## src/rtl/lzd_pkg.sv

```systemverilog
// Shared helpers for the leading-zero normalizer: count width and zero-flag derivation.
package lzd_pkg;

  function automatic int cnt_width(input int w);
    return $clog2(w + 1);
  endfunction

  function automatic logic zero_flag(input logic any_one);
    return !any_one;
  endfunction

endpackage

```

## src/rtl/lzc_tree.sv

```systemverilog
// Combinational leading-zero counter: cnt = DATA_WIDTH when no bit is set.
module lzc_tree
  import lzd_pkg::*;
#(
  parameter int DATA_WIDTH = 32,
  localparam int CNT_WIDTH = cnt_width(DATA_WIDTH)
) (
  input  logic [DATA_WIDTH-1:0] data,
  output logic [CNT_WIDTH-1:0]  cnt,
  output logic                  any_one
);

  // Scanning upward lets the highest set bit win, which gives the leading-zero count.
  always_comb begin
    cnt     = CNT_WIDTH'(DATA_WIDTH);
    any_one = 1'b0;
    for (int i = 0; i < DATA_WIDTH; i++) begin
      if (data[i]) begin
        cnt     = CNT_WIDTH'(DATA_WIDTH - 1 - i);
        any_one = 1'b1;
      end
    end
  end

endmodule

```

## src/rtl/lzd_normalizer.sv

```systemverilog
// Two-stage leading-bit normalizer with valid/ready handshake on both sides.
// Define LZD_NORM_SIGNED_EN to normalize two's-complement words instead of unsigned.
module lzd_normalizer
  import lzd_pkg::*;
#(
  parameter int DATA_WIDTH = 32,
  localparam int CNT_WIDTH = cnt_width(DATA_WIDTH)
) (
  input  logic                  clk,
  input  logic                  rst,
  input  logic                  in_valid,
  output logic                  in_ready,
  input  logic [DATA_WIDTH-1:0] in_data,
  output logic                  out_valid,
  input  logic                  out_ready,
  output logic [DATA_WIDTH-1:0] out_data,
  output logic [CNT_WIDTH-1:0]  out_cnt,
  output logic                  out_zero
);

  logic                  s1_valid, s2_valid;
  logic [DATA_WIDTH-1:0] s1_data;
  logic [CNT_WIDTH-1:0]  s1_cnt;
  logic                  s1_zero;
  logic                  s1_adv, s2_adv;

  logic [DATA_WIDTH-1:0] lzc_in;
  logic [CNT_WIDTH-1:0]  lzc_cnt;
  logic                  lzc_any;
  logic [CNT_WIDTH-1:0]  norm_cnt;

`ifdef LZD_NORM_SIGNED_EN
  // Sign-redundancy bits become zeros; bit MSB of lzc_in is always 0, so lzc_cnt >= 1.
  assign lzc_in   = in_data ^ {in_data[DATA_WIDTH-1], in_data[DATA_WIDTH-1:1]};
  assign norm_cnt = lzc_cnt - CNT_WIDTH'(1);
`else
  assign lzc_in   = in_data;
  assign norm_cnt = lzc_cnt;
`endif

  lzc_tree #(.DATA_WIDTH(DATA_WIDTH)) u_lzc (
    .data    (lzc_in),
    .cnt     (lzc_cnt),
    .any_one (lzc_any)
  );

  assign s2_adv    = !s2_valid || out_ready;
  assign s1_adv    = !s1_valid || s2_adv;
  assign in_ready  = s1_adv;
  assign out_valid = s2_valid;

  logic [DATA_WIDTH-1:0] stage [0:CNT_WIDTH];
  assign stage[0] = s1_data;

  for (genvar k = 0; k < CNT_WIDTH; k++) begin : g_shift
    assign stage[k+1] = s1_cnt[k] ? (stage[k] << (2 ** k)) : stage[k];
  end

  always_ff @(posedge clk) begin
    if (rst) begin
      s1_valid <= 1'b0;
      s2_valid <= 1'b0;
      s1_data  <= '0;
      s1_cnt   <= '0;
      s1_zero  <= 1'b0;
      out_data <= '0;
      out_cnt  <= '0;
      out_zero <= 1'b0;
    end else begin
      if (s1_adv) begin
        s1_valid <= in_valid;
        if (in_valid) begin
          s1_data <= in_data;
          s1_cnt  <= norm_cnt;
          s1_zero <= zero_flag(lzc_any);
        end
      end
      if (s2_adv) begin
        s2_valid <= s1_valid;
        if (s1_valid) begin
          out_data <= stage[CNT_WIDTH];
          out_cnt  <= s1_cnt;
          out_zero <= s1_zero;
        end
      end
    end
  end

endmodule

```

## config.mk

```make
export PLATFORM = sky130hd
export DESIGN_NAME = lzd_normalizer
export DESIGN_NICKNAME = d
export VERILOG_FILES = /design/src/rtl/lzd_pkg.sv /design/src/rtl/lzc_tree.sv /design/src/rtl/lzd_normalizer.sv
export SDC_FILE = /design/constraint.sdc
export NUM_CORES = 1
export LEC_CHECK = 0
export BUFFER_PORTS_ARGS = -buffer_cell sky130_fd_sc_hd__buf_4
export CAP_MARGIN = 30
export CORE_MARGIN = 1.5
export CORE_UTILIZATION = 55
export CTS_BUF_LIST = sky130_fd_sc_hd__clkbuf_4 sky130_fd_sc_hd__clkbuf_8
export DETAILED_ROUTE_END_ITERATION = 10
export PLACE_DENSITY = 0.82
export SYNTH_ARGS = -nofsm -noshare
export SYNTH_HDL_FRONTEND = slang
export SYNTH_HIERARCHICAL = 1
export SYNTH_SLANG_ARGS = --single-unit
```

## constraint.sdc

```tcl
create_clock -name clk -period 4.9 [get_ports clk]
set_clock_uncertainty 0.2 [all_clocks]
set_input_delay 0.245 -clock clk [delete_from_list [all_inputs] [get_ports clk]]
set_output_delay 0.245 -clock clk [all_outputs]
set_load 0.02 [all_outputs]
```

After elaboration in Yosys (flattened, before gate mapping)

Index checks and enable logic that the tools add are counted.

Output and inout port bits: 41
Logic and storage cells: 85
Flip-flop bits (word level): 80

Reduce and logical (&&, ||, !) cells: 7
Multiplexer cells: 70

Operators with widths:

| operator            | count |
|---|---|
| 32-bit two-way mux  | 6 |
| 6-bit two-way mux   | 32 |
| 1-bit two-way mux   | 32 |
| 2-bit AND reduction | 2 |
| 1-bit logical NOT   | 3 |
| 1-bit logical OR    | 2 |

Depth between registers and ports, before layout

Depth in word-level cells: 33
Mapped depth: 9
Gate-level depth less buffers: 7

Modules after synthesis

Netlist, hierarchy kept.

Modules (own cells, without submodules):

| module         | area an instance (µm²) | instances | cells each | seq. area each (µm²) |
|---|---|---|---|---|
| lzd_normalizer | 4591.9                 | 1         | 500        | 1601.5 |
| lzc_tree       | 394.1                  | 1         | 67         | 0.0 |

Worst setup path before layout

OpenSTA, ideal clock, no wires.

Path kind: register to register
Start: register s1_cnt[0]
End: register out_data[22]
Data arrival time: 1.678 ns
Data required time: 4.566 ns
Setup time: 0.134 ns
Stages on the path, launching flop included: 7
Path slack: 2.888 ns
Cell sequence: dfxtp_1 buf_6 buf_6 mux4_2 mux2_2 a22oi_1 o22ai_1

Longest elaborated chain between the ends: 6

RTL lines:

| what                            | line                 | text |
|---|---|---|
| start, declared                 | lzd_normalizer.sv:23 | `logic [CNT_WIDTH-1:0] s1_cnt;` |
| start signal, assigned          | lzd_normalizer.sv:74 | `s1_cnt <= norm_cnt;` |
| 32-bit two-way mux (6 in a row) | lzd_normalizer.sv:56 | `assign stage[k+1] = s1_cnt[k] ? (stage[k] << (2 ** k)) : stage[k];` |
| end signal, assigned            | lzd_normalizer.sv:81 | `out_data <= stage[CNT_WIDTH];` |
| end, declared                   | lzd_normalizer.sv:16 | `output logic [DATA_WIDTH-1:0] out_data,` |

Every way passes these cells.
A chain may end at the register's enable or synchronous reset.

Worst setup path in the final report

Start: register s1_cnt[1]
End: register out_data[31]

Longest elaborated chain between the ends: 5

RTL lines:

| what                            | line |
|---|---|
| 32-bit two-way mux (5 in a row) | lzd_normalizer.sv:56 |

Every way passes these cells.

==> results.yml <==
critical_path:
  start_kind: "flop"
  worst-r2r-cell-count: 6
  critPathKind: "flop to flop"
  crit_arrival_ns: 2.89
  crit_fanout: 30
  rr_endpoint: "out_data[31]$_SDFFE_PP0P_"
  reg2reg_from: "s1_cnt[1]$_SDFFE_PP0P_"
  critPathRequiredTime_ns: 4.92
  r2r_slack_ns: 2.03
  cp-end-kind: "flop"
finish:
  synthToLayoutAreaGrowth_pct: 20.7
  multi_input_area_um2: 3070
  nets: 684
  seqCellArea_um2: 1600
  layout_common_cells: "nand2_1 (119), buf_4 (82), dfxtp_1 (78), a21oi_1 (68), nor2_1 (42)"
  final_common_cell: "nand2_1"
  drive_gt1_share_pct: 22.7
  num_antenna_cells: 0
  nFillCells: 680
logic_synthesis:
  synth_cells: 567
  synth.distinct_cells: 54
  synth-seq-area-share_pct: 32.1
  syn_avg_cell_area_um2: 8.79
  synth_top_cell_by_area: "dfxtp_1"
  ys_ff_latch: 80
  synth-main-ff-cell: "dfxtp_1"
  yosysTopAreaCellShare_pct: 32.1
  synth_warnings: 6
  synth_edf_count: 0
  netlist_area_um2: 4990
  synth_nets: 603
  ys_async_sr_fraction_pct: 0
  yosys-top-cells-area: "dfxtp_1 (32%), mux4_2 (12%), nand2_1 (9.0%)"
drt:
  vias: 4908
  remaining_drc_errors: 0
  post_drt_wl_per_cell_um: 19.5
  drt-initial-drc-count: 471
  vias_per_cell: 6.45
  first_pass_iters: 5
  ant_nets: 0
  drt-total-wl_mm: 14.9
power:
  leakagePower_nw: 2.25
  p_total_mw: 1.50
  vdd_drop_max_uv: 197
  power_density_nw_per_um2: 249
floorplanning:
  die_y_um: 98.2
  core_area_um2: 8760
  dieArea_um2: 9650
  start_util_pct: 56.9
  num_rows: 34
  ioPinCount: 77
  die_width_um: 98.2
sta:
  min_period_ns: 2.87
  setup_tns_ns: 0
  finalMaxSlewViolations: 0
  fmax_ghz: 0.348
  setup_violations: 0
  rsz0062_at_grt: "no"
  hold_viol_final: 0
  relSlewSlack_pct: 40.8
  timing.final.crit_share_pct: 58.6
  worstMarginPinSlew_ns: 0.888
worst_hold_path:
  min_path_cells: 4
  hp-start: "out_ready"
  hp-class: "input port to flop"
  min_to: "out_valid$_SDFFE_PP0P_"
global_route:
  grt_max_degree: 82
  grt_pass1_vias: 4774
  grt_pass1_wl_mm: 24.2
  grt_use_total_pct: 31.4
  grt-ovfl-total: 0
  antenna_found_initial: 0
cts:
  h-tree-depth: 3
  path_clk_slew_ns: 0.10
  cts_made_buffers: 9
  clockBufferDepth: 2
  clockRootBuffer: "clkbuf_8"
  cts_tree: "yes"
  clk_latency_ns: 0.36
  clkSinkCount: 80
place:
  port_buffers: 76
  dpl.hpwl_mm: 10.1
  place.gp.congestion: 0.907
job:
  max_cap_violations: 0
run_status:
  status: "finished, final reports clean"
## Yosys cell counts (3+ instances only)
| cell type | instances |
|---|---|
| buf_2 | 4 |
| a32oi_1 | 4 |
| o211ai_1 | 3 |
| nor3_1 | 13 |
| clkbuf_1 | 24 |
| buf_1 | 3 |
| buf_6 | 7 |
| inv_1 | 7 |
| mux2_2 | 12 |
| buf_4 | 4 |
| a21oi_1 | 69 |
| mux2i_1 | 20 |
| a2bb2oi_1 | 3 |
| nor2_1 | 42 |
| o22ai_1 | 8 |
| and2_1 | 3 |
| nor2b_1 | 3 |
| nor3b_1 | 4 |
| dfxtp_1 | 80 |
| a211oi_1 | 5 |
| a22oi_1 | 20 |
| nor4_1 | 8 |
| a31oi_1 | 8 |
| o21ai_0 | 7 |
| or4_1 | 3 |
| mux4_1 | 9 |
| mux4_2 | 27 |
| nand2_1 | 119 |
| nand2b_1 | 5 |
| a211o_1 | 3 |
| o31ai_1 | 6 |
| nand3_1 | 5 |
## cell families (layout without fill, tap and decap cells)
logic type	count (synthesis)	after routing	share of synthesized area [%]
simple gates	216	216	19.4
compound gates	147	147	18.3
flops	80	80	32.1
mux	68	68	23.7
buf+inv	56	142	6.47
## repair_timing
item / in CTS / in global routing
endpoints found under the hold margin: 34 / 0
buffers inserted: 0 / 0
gates resized for setup: 0 / 0
hold buffers: 33 / 0
## per-stage QoR
stage | utilization (%) | setup WS [ns] | cells | instance area [um^2] | hold WS, ns
2_1_floorplan | - | 2.89 | 567 | 4990 | 0.181
3_3_place_gp | 62.3 | 2.13 | 711 | 5460 | 0.246
3_5_place_dp | 62.6 | 2.05 | 712 | 5490 | 0.248
4_1_cts | 68.7 | 2.05 | 761 | 6020 | 0.146
5_1_grt | 68.7 | 1.87 | 761 | 6020 | 0.215
6_report | 68.7 | 2.03 | 761 | 6020 | 0.154
## layout make-up
class                           instances  share of cell area (%)
Multi-Input combinational cell        431                    50.9
Sequential cell                        80                    26.7
Timing Repair Buffer                  116                    16.2
Tap cell                              108                    2.25
Clock buffer                            9                    2.06
Clock inverter                          7                    1.31
Inverter                               10                   0.624
## worst max path at each step
stage                                 from                         to  slack [ns]  cells after the start
finish              s1_cnt[1]$_SDFFE_PP0P_  out_data[31]$_SDFFE_PP0P_        2.03                      6
global route        s1_cnt[1]$_SDFFE_PP0P_  out_data[31]$_SDFFE_PP0P_        1.87                      6
CTS                 s1_cnt[1]$_SDFFE_PP0P_  out_data[31]$_SDFFE_PP0P_        2.05                      6
detailed placement  s1_cnt[1]$_SDFFE_PP0P_  out_data[31]$_SDFFE_PP0P_        2.05                      6
global placement    s1_cnt[1]$_SDFFE_PP0P_  out_data[15]$_SDFFE_PP0P_        2.13                      6
floorplan           s1_cnt[0]$_SDFFE_PP0P_  out_data[22]$_SDFFE_PP0P_        2.89                      6
## state kept, by name, indices dropped and copies added (netlist names)
name and count:
out_cnt 6, out_data 32, out_valid 1, out_zero 1, s1_cnt 6, s1_data 32, s1_valid 1, s1_zero 1
## power by group
part	leakage [nW]	switching, mW	internal [mW]
Combinational	1.50	0.144	0.133
Clock	0.0977	0.266	0.241
Sequential	0.653	0.0400	0.675
## worst max-delay path: stages, from the launching register on
cell and delay (ns):
dfxtp_2 0.71, buf_4 0.47, mux4_1 0.63, mux2i_1 0.28, mux2_2 0.23, nand2b_1 0.12, a31oi_1 0.08
## metal layers
metal	wire length, um	vias to the layer above	part of all wire (%)	track usage, %
met5	0	-	0	0
met4	598	0	4.0	14.3
met3	1170	52	7.8	6.59
met2	7260	279	49	51.5
met1	5850	2318	39	39.8
li1	-	2259	-	-
No activity file was read; power rests on OpenSTA's default activity.
